File: src/rtl/fifo_burst_reader_if.sv
// FIFO read port plus framed TX stream of the burst reader, bundled as one interface.
// Carries no logic and adds no latency.
// The reader side sees txReady as stream backpressure and drives fifoPop toward the FIFO.
interface fifo_burst_reader_if #(
    parameter int DATA_W  = 32,
    parameter int DEPTH_W = 10,
    parameter int LEN_W   = 9
) ();
    // FIFO read side (show-ahead: fifoDataOut is the head word whenever not empty)
    logic               fifoEmpty;
    logic [DATA_W-1:0]  fifoDataOut;
    logic [DEPTH_W-1:0] fifoDepth;
    logic               fifoPop;

    // Framed stream toward the TLP builder
    logic               txValid;
    logic               txReady;
    logic [DATA_W-1:0]  txData;
    logic               txSop;
    logic               txEop;
    logic [LEN_W-1:0]   txLen;

    // Burst reader's view
    modport master (
        input  fifoEmpty, fifoDataOut, fifoDepth, txReady,
        output fifoPop, txValid, txData, txSop, txEop, txLen
    );

    // FIFO and downstream consumer's view
    modport slave (
        output fifoEmpty, fifoDataOut, fifoDepth, txReady,
        input  fifoPop, txValid, txData, txSop, txEop, txLen
    );
endinterface

File: src/rtl/fifo_burst_reader.sv
// Drains a show-ahead FIFO into framed bursts once enough words are buffered (or on flush).
// Latency: start decision to first SOP word is two clocks; then one word per clock.
// Backpressure: a stalled txReady freezes the output register and suppresses fifoPop.
module fifo_burst_reader #(
    parameter int DATA_W  = 32,
    parameter int DEPTH_W = 10,
    parameter int LEN_W   = 9
) (
    input  logic                clockCore,
    input  logic                resetCore,
    input  logic                enable,
    input  logic                flush,
    input  logic [LEN_W-1:0]    burstLen,
    fifo_burst_reader_if.master bus,
    output logic                busy,
    output logic [15:0]         burstCount
);

    typedef enum logic {
        IDLE = 1'b0,
        XFER = 1'b1
    } stateType;

    stateType           state;
    logic [LEN_W-1:0]   remaining;
    logic [LEN_W-1:0]   txLenReg;
    logic [DATA_W-1:0]  txDataReg;
    logic               txValidReg;
    logic               txSopReg;
    logic               txEopReg;

    logic [LEN_W-1:0]   effLen;
    logic [DEPTH_W-1:0] effLenWide;
    logic [LEN_W-1:0]   shortLen;
    logic               startFull;
    logic               startShort;
    logic               pop;
    logic               accept;

    // Start conditions: a zero length request means one word; the occupancy
    // comparison is done at FIFO-depth width so a 256-word request is exact.
    // When flushing, fifoDepth < effLen <= 2^LEN_W-1, so the truncation to
    // LEN_W bits in the short length is lossless.
    always_comb begin
        effLen     = (burstLen == '0) ? LEN_W'(1) : burstLen;
        effLenWide = DEPTH_W'(effLen);
        shortLen   = (bus.fifoDepth < effLenWide) ? bus.fifoDepth[LEN_W-1:0] : effLen;
        startFull  = enable && (bus.fifoDepth >= effLenWide);
        startShort = enable && flush && !bus.fifoEmpty;
    end

    // Pop whenever the burst still owes words, data exists and the output slot frees up.
    always_comb begin
        accept = txValidReg && bus.txReady;
        pop    = (state == XFER) && (remaining != '0) && !bus.fifoEmpty
                 && (!txValidReg || bus.txReady);
    end

    // Burst FSM together with the output register and completed-burst counter.
    always_ff @(posedge clockCore or negedge resetCore) begin
        if (!resetCore) begin
            state      <= IDLE;
            remaining  <= '0;
            txLenReg   <= '0;
            txDataReg  <= '0;
            txValidReg <= 1'b0;
            txSopReg   <= 1'b0;
            txEopReg   <= 1'b0;
            burstCount <= 16'd0;
        end else begin
            case (state)
                IDLE: begin
                    if (startFull) begin
                        txLenReg  <= effLen;
                        remaining <= effLen;
                        state     <= XFER;
                    end else if (startShort) begin
                        txLenReg  <= shortLen;
                        remaining <= shortLen;
                        state     <= XFER;
                    end
                end
                XFER: begin
                    // EOP accepted: the burst is done, the next one is evaluated from IDLE
                    if (accept && txEopReg) begin
                        state      <= IDLE;
                        burstCount <= burstCount + 16'd1;
                    end
                end
                default: state <= IDLE;
            endcase

            // Output register: load the FIFO head on pop, otherwise retire an accepted word.
            // A pop only happens in XFER, so this never collides with the IDLE length load.
            if (pop) begin
                txDataReg  <= bus.fifoDataOut;
                txValidReg <= 1'b1;
                txSopReg   <= (remaining == txLenReg);
                txEopReg   <= (remaining == LEN_W'(1));
                remaining  <= remaining - LEN_W'(1);
            end else if (accept) begin
                txValidReg <= 1'b0;
                txSopReg   <= 1'b0;
                txEopReg   <= 1'b0;
            end
        end
    end

    assign bus.fifoPop = pop;
    assign bus.txValid = txValidReg;
    assign bus.txData  = txDataReg;
    assign bus.txSop   = txSopReg;
    assign bus.txEop   = txEopReg;
    assign bus.txLen   = txLenReg;
    assign busy        = (state == XFER);

endmodule

File: src/flat_wrapper.sv
// flat-port wrapper written by rule: the top's interface ports become plain ports
module fifo_burst_reader_flat 
#(
    parameter int DATA_W  = 32,
    parameter int DEPTH_W = 10,
    parameter int LEN_W   = 9
)
  (clockCore, resetCore, enable, flush, burstLen, busy, burstCount, bus_fifoEmpty, bus_fifoDataOut, bus_fifoDepth, bus_txReady, bus_fifoPop, bus_txValid, bus_txData, bus_txSop, bus_txEop, bus_txLen);
  fifo_burst_reader_if #(.DATA_W(DATA_W), .DEPTH_W(DEPTH_W), .LEN_W(LEN_W)) bus_i ();
  input  logic clockCore;
  input  logic resetCore;
  input  logic enable;
  input  logic flush;
  input  logic [LEN_W-1:0] burstLen;
  output logic busy;
  output logic [15:0] burstCount;
  input wire logic [$bits(bus_i.fifoEmpty)-1:0] bus_fifoEmpty;
  input wire logic [$bits(bus_i.fifoDataOut)-1:0] bus_fifoDataOut;
  input wire logic [$bits(bus_i.fifoDepth)-1:0] bus_fifoDepth;
  input wire logic [$bits(bus_i.txReady)-1:0] bus_txReady;
  output wire logic [$bits(bus_i.fifoPop)-1:0] bus_fifoPop;
  output wire logic [$bits(bus_i.txValid)-1:0] bus_txValid;
  output wire logic [$bits(bus_i.txData)-1:0] bus_txData;
  output wire logic [$bits(bus_i.txSop)-1:0] bus_txSop;
  output wire logic [$bits(bus_i.txEop)-1:0] bus_txEop;
  output wire logic [$bits(bus_i.txLen)-1:0] bus_txLen;
  assign bus_i.fifoEmpty = bus_fifoEmpty;
  assign bus_i.fifoDataOut = bus_fifoDataOut;
  assign bus_i.fifoDepth = bus_fifoDepth;
  assign bus_i.txReady = bus_txReady;
  assign bus_fifoPop = bus_i.fifoPop;
  assign bus_txValid = bus_i.txValid;
  assign bus_txData = bus_i.txData;
  assign bus_txSop = bus_i.txSop;
  assign bus_txEop = bus_i.txEop;
  assign bus_txLen = bus_i.txLen;
  fifo_burst_reader #(.DATA_W(DATA_W), .DEPTH_W(DEPTH_W), .LEN_W(LEN_W)) u_core (.clockCore(clockCore), .resetCore(resetCore), .enable(enable), .flush(flush), .burstLen(burstLen), .bus(bus_i), .busy(busy), .burstCount(burstCount));
endmodule
File: config.mk
export PLATFORM = sky130hd
export DESIGN_NAME = fifo_burst_reader_flat
export DESIGN_NICKNAME = d
export VERILOG_FILES = /design/src/rtl/fifo_burst_reader_if.sv /design/src/rtl/fifo_burst_reader.sv /design/src/flat_wrapper.sv
export SDC_FILE = /design/constraint.sdc
export NUM_CORES = 1
export LEC_CHECK = 0
export BUFFER_PORTS_ARGS = -buffer_cell sky130_fd_sc_hd__buf_4
export CORE_UTILIZATION = 56
export CTS_BUF_LIST = sky130_fd_sc_hd__clkbuf_4 sky130_fd_sc_hd__clkbuf_8
export DETAILED_ROUTE_END_ITERATION = 12
export PLACE_DENSITY = 0.88
export SYNTH_ARGS = -nofsm -noshare
export SYNTH_HDL_FRONTEND = slang
export SYNTH_SLANG_ARGS = --single-unit
export TNS_END_PERCENT = 50
File: constraint.sdc
create_clock -name clockCore -period 3.4 [get_ports clockCore]
set_clock_uncertainty 0.05 [all_clocks]
set_input_delay 0.17 -clock clockCore [delete_from_list [all_inputs] [get_ports clockCore]]
set_output_delay 0.17 -clock clockCore [all_outputs]
set_load 0.01 [all_outputs]
==> flow_summary.ini <==
[status]
status = complete, but fails checks
violations = design-rule violations

[synth]
syn-mean-instance-area_um2 = 9.279
synth_simple_gate_area_share_pct = 24.71
synthMuxAreaShare_pct = 3.171
synthesis.area_mm2 = 0.003433
ys_ff_latch = 70
synthAdderAreaFrac_pct = 4.373
synth_top_area_share_pct = 51.02
synth-compound-area-share_pct = 6.924
synthesis.nets = 439
seq_area_frac_synth_pct = 51.02
synth.largest_area_cell = dfrtp_1
ys.flop_type = dfrtp_1
synthDistinctLibCells = 45
synth_edf_count = 0
ys_async_sr_fraction_pct = 100.0
synth.top_cells.by_area = dfrtp_1 (51%), nand2_1 (13%), ha_1 (4.4%), xnor2_1 (3.3%), xor2_1 (2.8%)
synth-xor-area-share_pct = 6.122
syn_inst = 370
synth_top_family_by_area = simple AND/OR/NAND/NOR gates
synth_warnings = 0

[sta]
rsz0062_at_grt = no
max_freq_mhz = 372.0
fin_crit_ns = 2.688
worstMarginPinSlew_ns = 0.8562
slew_violations = 0
fin_crit_sh_pct = 79.06
tns_ns = 0
slew_headroom_pct = 42.92
finalSetupViolations = 0
hold_viol_final = 0

[cts]
clockRootBuffer = clkbuf_8
clock_path_buffers = 2
clock-sinks = 70
htree_levels = 3
cts_buffers = 9
path_clk_slew_ns = 0.07
cts_resized = 0
clkLatencyLatePin_ns = 0.35
cts_tree = done

[drt]
dr.pass1.iters = 10
finalWirelength_um = 10430
vias = 3388
drc = 1
antenna_left = 0
wl_per_cell_um = 17.44
drt_first_iter_violations = 272
viasPerCell = 5.666

[final_layout]
final_nets = 587
layout-drive-gt1-share_pct = 28.11
final_common_cell = nand2_1
area_growth_pct = 42.13
n_fill_cell = 325
layout_common_cells = nand2_1 (123), buf_4 (120), dfrtp_1 (70)
diodes = 0

[pwr]
finalPower_uw = 3398
p_switching_uw = 1299
leakagePower_uw = 0.002544
pwr-share-clk_pct = 21.4
swShare_pct = 38.24
power_density_mw_per_mm2 = 696.3
seq_power_share_pct = 40.4
ir_drop_v = 0.0004495
combPwrFrac_pct = 38.2
internal_power_uw = 2098

[worst_setup_path]
crit_path_end_kind = flop
cp_top_family = simple AND/OR/NAND/NOR gates
crit_chain = inv_1 > ha_1 > or3b_1 > nor3_2 > or2_1 > buf_4 > nor2_1 > a211oi_1 > o22ai_1
critPathKind = flop to flop
critPathMaxFanout = 49
cp-start-kind = flop
critPathMaxStageDelay_ns = 0.45
cpMaxStageDelayCell = dfrtp_1
path_buf_inv = 2
worstPathRequired_ns = 3.56
worst_ep_arrival_time_ns = 2.85

[placement]
io_buffers = 118
gp_congestion = 0.9112
hpwl_um = 6309

[die]
coreArea_mm2 = 0.005921
dieWidth_um = 80.30
rows = 28
io_pins = 119
dieArea_mm2 = 0.006448
die_y_um = 80.30
initial_core_util_pct = 57.99

[global_route]
grt_pass1_vias = 3372
grt_start_max_net_pins = 71
grt-ovfl-total = 0
grt_pass1_wl_um = 16080
antenna_found_initial = 0
globalRouteTotalUtil_pct = 34.34

[worst_hold_path]
holdCritPathClass = input pin to flop

[run]
drv_cap = 0
[registers in the layout, indices dropped and copies added, names as in the netlist]
signal and count:
u_core.bus.txValid 1, u_core.busy 1, u_core.bus.txLen 9, u_core.remaining 9
u_core.bus.txSop 1, u_core.bus.txData 32, u_core.bus.txEop 1, u_core.burstCount 16
[final timing paths]
path | start | depth (start not counted) | to | slack (ns)
max reg2reg | u_core.remaining[0]$_DFFE_PN0P_ | 9 | u_core.remaining[5]$_DFFE_PN0P_ | 0.71
min reg2reg | u_core.bus.txData[13]$_DFFE_PN0P_ | 2 | u_core.bus.txData[13]$_DFFE_PN0P_ | 0.44
max in group asynchronous | resetCore | 2 | u_core.bus.txLen[5]$_DFFE_PN0P_ | 2.33
max | u_core.remaining[0]$_DFFE_PN0P_ | 9 | u_core.remaining[5]$_DFFE_PN0P_ | 0.71
min | bus_fifoDataOut[25] | 3 | u_core.bus.txData[25]$_DFFE_PN0P_ | 0.03
min in group asynchronous | resetCore | 2 | u_core.burstCount[9]$_DFFE_PN0P_ | 0.40
[Yosys cell counts (7+ instances only)]
cell type  number
nand2_1       123
dfrtp_1        70
nand3_1        18
xnor2_1        13
ha_1           12
inv_1          12
xor2_1         11
o21ai_1        10
nor2_1          9
buf_2           8
mux2_2          7
nand4_1         7
[metrics by stage]
step | cell area [um^2] | util [%] | setup WS [ns] | hold WS [ns] | instances
6_report | 4880 | 82.42 | 0.7120 | 0.03344 | 598
5_1_grt | 4880 | 82.42 | 0.5907 | 0.02523 | 598
4_1_cts | 4880 | 82.42 | 0.7990 | 0.01457 | 598
3_5_place_dp | 4350 | 73.48 | 0.9076 | 0.2850 | 550
3_3_place_gp | 4350 | 73.48 | 0.9954 | 0.2764 | 550
2_1_floorplan | 3433 | - | 1.334 | -0.1756 | 370
[worst reg2reg max path, cell delays in order (launching register included)]
cell	delay, ns
dfrtp_1	0.45
inv_1	0.12
ha_1	0.18
or3b_1	0.41
nor3_2	0.18
or2_1	0.15
buf_4	0.45
nor2_1	0.13
a211oi_1	0.29
o22ai_1	0.14
[power by group through the flow]
stage	sequential, uW	combinational [uW]	clock (uW)
6_report	1370	1300	726
5_1_grt	1400	1400	762
4_1_cts	1350	1260	707
3_5_place_dp	1360	1210	0
3_3_place_gp	1350	1150	0
2_1_floorplan	1420	546	0
[metal layers]
| layer | up-vias | track usage (%) | routed length (um) |
|---|---|---|---|
| li1 | 1529 | - | - |
| met1 | 1609 | 38.02 | 3754 |
| met2 | 204 | 61.28 | 5522 |
| met3 | 46 | 8.750 | 764 |
| met4 | 0 | 16.25 | 387 |
| met5 | - | 0 | 0 |
[what timing repair did]
action / 4_1_cts / 5_1_grt
hold buffers: 32 / 0
hold endpoints to repair: 101 / 0
setup buffers: 0 / 0
[area by class of cell]
cell class / count / area (um^2) / area share [%]
sequential: 70 / 1752 / 35.90
multi-input combinational: 272 / 1555 / 31.87
timing repair buffer: 152 / 1221 / 25.03
clock buffer: 13 / 166.4 / 3.410
tap: 75 / 93.84 / 1.923
inverter: 13 / 48.80 / 1.000
clock inverter: 3 / 42.54 / 0.8718
[cells by family (layout without fill, tap and decap cells)]
family,Yosys count,in the layout
AOI/OAI and AO/OA,35,35
xor gates and xnor gates,24,24
adders and majority gates,12,12
buffers and inverters,28,181
DFF,70,70
muxes,10,10
and+or+nand+nor,191,191
(Power assumes the default switching activity.)
